==> config.mk <==
export PLATFORM = sky130hd
export DESIGN_NAME = rv32_fetch_unit
export DESIGN_NICKNAME = d
export VERILOG_FILES = /design/src/rtl/rv32_fetch_unit.sv
export SDC_FILE = /design/constraint.sdc
export NUM_CORES = 1
export LEC_CHECK = 0
export CAP_MARGIN = 40
export CORE_ASPECT_RATIO = 1.1
export CORE_UTILIZATION = 57
export CTS_BUF_LIST = sky130_fd_sc_hd__clkbuf_8
export CTS_CLUSTER_SIZE = 28
export DETAILED_ROUTE_END_ITERATION = 12
export HOLD_SLACK_MARGIN = 0.03
export PLACE_DENSITY = 0.82
export SYNTH_ARGS = -nofsm -noshare
export SYNTH_HDL_FRONTEND = slang
export SYNTH_SLANG_ARGS = --single-unit
export TNS_END_PERCENT = 50
==> constraint.sdc <==
create_clock -name clk -period 4 [get_ports clk]
set_input_delay 1 -clock clk [delete_from_list [all_inputs] [get_ports clk]]
set_output_delay 1 -clock clk [all_outputs]
set_load 0.005 [all_outputs]
==> src/rtl/rv32_fetch_unit.sv <==
// RV32 instruction fetch unit: in-order prefetch into a small FIFO, with
// redirect flush, in-flight response discard and a misaligned-target fault state.
module rv32_fetch_unit #(
    parameter logic [31:0] RESET_VECTOR = 32'h0000_0000,
    parameter int unsigned AW           = 32,
    parameter int unsigned DEPTH        = 4
) (
    input  logic          clk,
    input  logic          reset,
    output logic          imem_req_valid,
    input  logic          imem_req_ready,
    output logic [AW-1:0] imem_addr,
    input  logic          imem_rsp_valid,
    input  logic [31:0]   imem_rsp_data,
    output logic          inst_valid,
    input  logic          inst_ready,
    output logic [31:0]   inst_data,
    output logic [AW-1:0] inst_pc,
    input  logic          redirect_valid,
    input  logic [AW-1:0] redirect_pc,
    output logic          fetch_fault,
    output logic [AW-1:0] fault_pc
);

    localparam int unsigned PW      = $clog2(DEPTH);
    localparam int unsigned CW      = PW + 1;
    localparam logic [CW:0] DEPTH_L = (CW+1)'(DEPTH);
    localparam logic [AW-1:0] RV    = RESET_VECTOR[AW-1:0];
    localparam logic [AW-1:0] STEP  = AW'(4);

    typedef enum logic {RUN, FAULT} state_t;

    state_t        state_q, state_n;
    logic [31:0]   fifo_data [DEPTH];
    logic [AW-1:0] fifo_pc   [DEPTH];
    logic [PW-1:0] wr_ptr, rd_ptr;
    logic [CW-1:0] count, outstanding, discard;
    logic [AW-1:0] fpc, rsp_pc, fault_pc_q;
    logic          req_fire, rsp_keep, rsp_drop, pop, redirect_aligned;

    assign redirect_aligned = (redirect_pc[1:0] == 2'b00);
    assign req_fire         = imem_req_valid && imem_req_ready;
    assign rsp_keep         = imem_rsp_valid && (discard == '0);
    assign rsp_drop         = imem_rsp_valid && (discard != '0);
    assign pop              = inst_valid && inst_ready;

    always_ff @(posedge clk) begin
        if (reset) state_q <= RUN;
        else       state_q <= state_n;
    end

    always_comb begin
        state_n = state_q;
        if (redirect_valid) state_n = redirect_aligned ? RUN : FAULT;
    end

    // Occupancy plus in-flight never exceeds DEPTH, so every response has a slot.
    always_comb begin
        imem_req_valid = 1'b0;
        fetch_fault    = 1'b0;
        case (state_q)
            RUN:   imem_req_valid = !reset && (discard == '0) &&
                                    (({1'b0, count} + {1'b0, outstanding}) < DEPTH_L);
            FAULT: fetch_fault = 1'b1;
            default: ;
        endcase
    end

    always_comb begin
        imem_addr  = fpc;
        inst_valid = (count != '0);
        inst_data  = fifo_data[rd_ptr];
        inst_pc    = fifo_pc[rd_ptr];
        fault_pc   = fault_pc_q;
    end

    always_ff @(posedge clk) begin
        if (rsp_keep) begin
            fifo_data[wr_ptr] <= imem_rsp_data;
            fifo_pc[wr_ptr]   <= rsp_pc;
        end
    end

    // rsp_pc tracks the address of the next response that will be kept.
    always_ff @(posedge clk) begin
        if (reset) begin
            fpc         <= RV;
            rsp_pc      <= RV;
            wr_ptr      <= '0;
            rd_ptr      <= '0;
            count       <= '0;
            outstanding <= '0;
            discard     <= '0;
            fault_pc_q  <= '0;
        end else if (redirect_valid) begin
            wr_ptr      <= '0;
            rd_ptr      <= '0;
            count       <= '0;
            outstanding <= '0;
            // Everything still in flight after this edge must be dropped.
            discard     <= discard + outstanding + CW'(req_fire) - CW'(imem_rsp_valid);
            if (redirect_aligned) begin
                fpc    <= redirect_pc;
                rsp_pc <= redirect_pc;
            end else begin
                fault_pc_q <= redirect_pc;
            end
        end else begin
            if (req_fire) fpc <= fpc + STEP;
            if (rsp_drop) discard <= discard - CW'(1);
            if (rsp_keep) begin
                wr_ptr <= wr_ptr + PW'(1);
                rsp_pc <= rsp_pc + STEP;
            end
            if (pop) rd_ptr <= rd_ptr + PW'(1);
            outstanding <= outstanding + CW'(req_fire) - CW'(rsp_keep);
            count       <= count + CW'(rsp_keep) - CW'(pop);
        end
    end

endmodule

==> impl_metrics.env <==
export IMPL_peakVddDrop_uv=304.9
export IMPL_final_max_slew_viol_count=0
export IMPL_setup_viol=0
export IMPL_crit_slowest_cell="mux4_2"
export IMPL_max_cap_viol_count=0
export IMPL_drc_errors=0
export IMPL_fp_dieW_um=157.6
export IMPL_place_ws_ps=476.7
export IMPL_worstPathCellList="buf_4 -> mux4_2 -> clkdlybuf4s50_1"
export IMPL_fmax_ghz=0.2818
export IMPL_crit_required_ps=3000
export IMPL_period_needed_ps=3548
export IMPL_portBuffers=200
export IMPL_totalWireLength_um=33990
export IMPL_grt_overflow=0
export IMPL_fin_crit_sh=0.8871
export IMPL_r2r_start="discard[0]"
export IMPL_synth_seq_cells=368
export IMPL_setup_slack_ps=451.7
export IMPL_tns_ps=0
export IMPL_groute_usage_overall=0.2531
export IMPL_finalPower_mw=8.895
export IMPL_cts_sinks=368
export IMPL_cts_tree="yes"
export IMPL_die_height_um=173.2
export IMPL_ys_types=66
export IMPL_syn_to_final_growth_pct=23.29
export IMPL_die_area_um2=27300
export IMPL_holdBufCountCts=0
export IMPL_gp_congestion=0.8792
export IMPL_final_hold_viol_count=0
export IMPL_drive_above_1_share=0.1385
export IMPL_clock_path_buffers=3
export IMPL_critPathArrivalTime_ps=2550
export IMPL_synth_cells=1088
export IMPL_grt_pass1_vias=10150
export IMPL_critPathMaxFanout=15
export IMPL_grt_pass1_wl_um=53300
export IMPL_vias=10210
export IMPL_power_leakage_nw=6.255
export IMPL_synth_area_per_cell_um2=13.96
export IMPL_wl_per_cell_um=19.89
export IMPL_initial_core_util=0.5810
export IMPL_min_path_type="flip-flop to flip-flop"
export IMPL_synthArstFlopShare=0
export IMPL_worstHoldStart="fault_pc[17]"
export IMPL_clk_insertion_delay_late_ps=580
export IMPL_htree_levels=2
export IMPL_worst_setup_path_type="flip-flop to primary output"
export IMPL_synth_enable_flop_cells=256
export IMPL_cts_clk_slew_worst_paths_ps=60
export IMPL_final_nets=1401
export IMPL_ys_warn_count=0
export IMPL_critPathMaxStageDelay_ps=570
export IMPL_tightest_slew_ps=933.2
export IMPL_grt_start_max_net_pins=82
export IMPL_cts_root_buf="clkbuf_8"
export IMPL_whs_ps=452.0
export IMPL_p_per_area_nw_per_um2=475.0
export IMPL_holdPathStages=2
export IMPL_core_um2=26140
export IMPL_dpl_hpwl_um=22200
export IMPL_crit_path_end_kind="primary output"
export IMPL_start_kind="flip-flop"
export IMPL_antenna_found_initial=0
export IMPL_first_pass_iters=5
export IMPL_drt_vias_per_instance=5.972
export IMPL_drtIter0Drc=898
export IMPL_ys_seq_area_frac=0.6538
export IMPL_post_cts_buffers=0
export IMPL_netlist_area_um2=15190
export IMPL_diodes=0
export IMPL_num_io_pins=201
export IMPL_fp_row_count=62
export IMPL_fill_cells=1738
export IMPL_max_slew_margin=0.3721
export IMPL_syn_num_nets=1178
export IMPL_cts_made_buffers=56
export IMPL_ant_nets=0
export IMPL_status="finished, final reports clean"
export IMPL_rsz0062_at_grt="false"
export IMPL_rr_worst_depth=12
export IMPL_clock_skew_ps=19.08
export IMPL_cts_resized=0
export IMPL_synth_ff_type="edfxtp_1"
[final timing paths]
kind	slack, ps	end
hold reg to reg	450	fault_pc[17]
setup reg to reg	1150	outstanding[2]
hold / removal	450	fault_pc[17]
setup / recovery	450	inst_pc[31]
[cells by family (layout without fill, tap and decap cells)]
kind of cell,Yosys count,count (layout),share of synthesized area
xor gates and xnor gates,15,15,0.008650
AOI/OAI and AO/OA,197,197,0.08493
and+or+nand+nor,321,321,0.1052
muxes,80,80,0.1056
buffers and inverters,87,356,0.02340
adders and majority gates,20,20,0.01845
DFF,368,368,0.6538
[critical path: cells and delay by family, from the launching register on]
family	cells	cell delay, ps
flip-flops	1	510
multiplexers	1	570
buffers and inverters	2	890
[layout by cell type, fill, tap and decap left out, types with 12 or more instances in the layout]
cell type,count
clkbuf_8,56
buf_4,23
nor3_1,19
clkinv_1,18
xnor2_1,12
ha_1,16
o21ai_0,14
nand3_1,28
dfxtp_1,110
a21oi_1,73
nand4_1,25
a22oi_1,16
nor2_1,53
edfxtp_1,256
mux4_2,64
and3_1,15
nand2_1,113
inv_1,36
clkdlybuf4s50_1,198
mux2i_1,14
[per-layer routing]
metal,up-vias,routed length [um],GRT usage
met5,-,0,0
met4,0,796,0.08131
met1,4983,13610,0.3333
li1,4699,-,-
met3,60,2877,0.05388
met2,465,16710,0.4185
[area by class of cell]
type / count / area (um^2) / share of cell area
clock inverter: 48 / 255.2 / 0.01363
sequential: 368 / 9935 / 0.5305
clock buffer: 56 / 770.7 / 0.04116
timing repair buffer: 231 / 2325 / 0.1241
inverter: 21 / 78.83 / 0.004210
multi-input combinational: 633 / 4921 / 0.2628
tap: 352 / 440.4 / 0.02352
[registers in the layout, summed over array words and instances, names as in the netlist, named ones only]
register / flops
outstanding: 3
rsp_pc: 32
count: 3
rd_ptr: 2
wr_ptr: 2
discard: 3
fifo_pc: 128
imem_addr: 32
fifo_data: 128
fault_pc: 32
state_q: 1
[Yosys cell counts (all sizes together) (5+ instances only)]
| cell type | n | share of area |
|---|---|---|
| edfxtp | 256 | 0.51 |
| nand2 | 113 | 0.028 |
| dfxtp | 112 | 0.15 |
| a21oi | 73 | 0.024 |
| mux4 | 64 | 0.095 |
| nor2 | 55 | 0.014 |
| clkbuf | 49 | 0.012 |
| nand3 | 28 | 0.0092 |
| nand4 | 25 | 0.010 |
| inv | 21 | 0.0052 |
| nor3 | 19 | 0.0063 |
| buf | 17 | 0.0061 |
| a22oi | 16 | 0.0079 |
| ha | 16 | 0.013 |
| o21ai | 16 | 0.0053 |
| and3 | 15 | 0.0062 |
| mux2i | 14 | 0.0092 |
| and2 | 13 | 0.0055 |
| xnor2 | 12 | 0.0069 |
| a31oi | 11 | 0.0045 |
| nor4 | 11 | 0.0045 |
| o22ai | 11 | 0.0045 |
| a211oi | 10 | 0.0049 |
| nor2b | 10 | 0.0041 |
| o211ai | 8 | 0.0040 |
| or4 | 8 | 0.0040 |
| and4 | 6 | 0.0035 |
| o221ai | 6 | 0.0035 |
| a21boi | 5 | 0.0025 |
| nor4b | 5 | 0.0029 |
[where the power goes]
group / leakage (nW) / switching (mW) / total (mW) / internal (mW)
registers: 3.25 / 0.161 / 4.55 / 4.39
clock network: 0.587 / 1.38 / 2.82 / 1.44
logic: 2.42 / 0.699 / 1.53 / 0.829
[per-stage QoR]
stage	util	std cells	instance area (um^2)
2_1_floorplan	-	1088	15190
3_3_place_gp	0.6767	1604	17690
3_5_place_dp	0.6770	1605	17700
4_1_cts	0.7163	1709	18730
5_1_grt	0.7163	1709	18730
6_report	0.7163	1709	18730
Note: power is estimated with default switching activity, not from simulation.
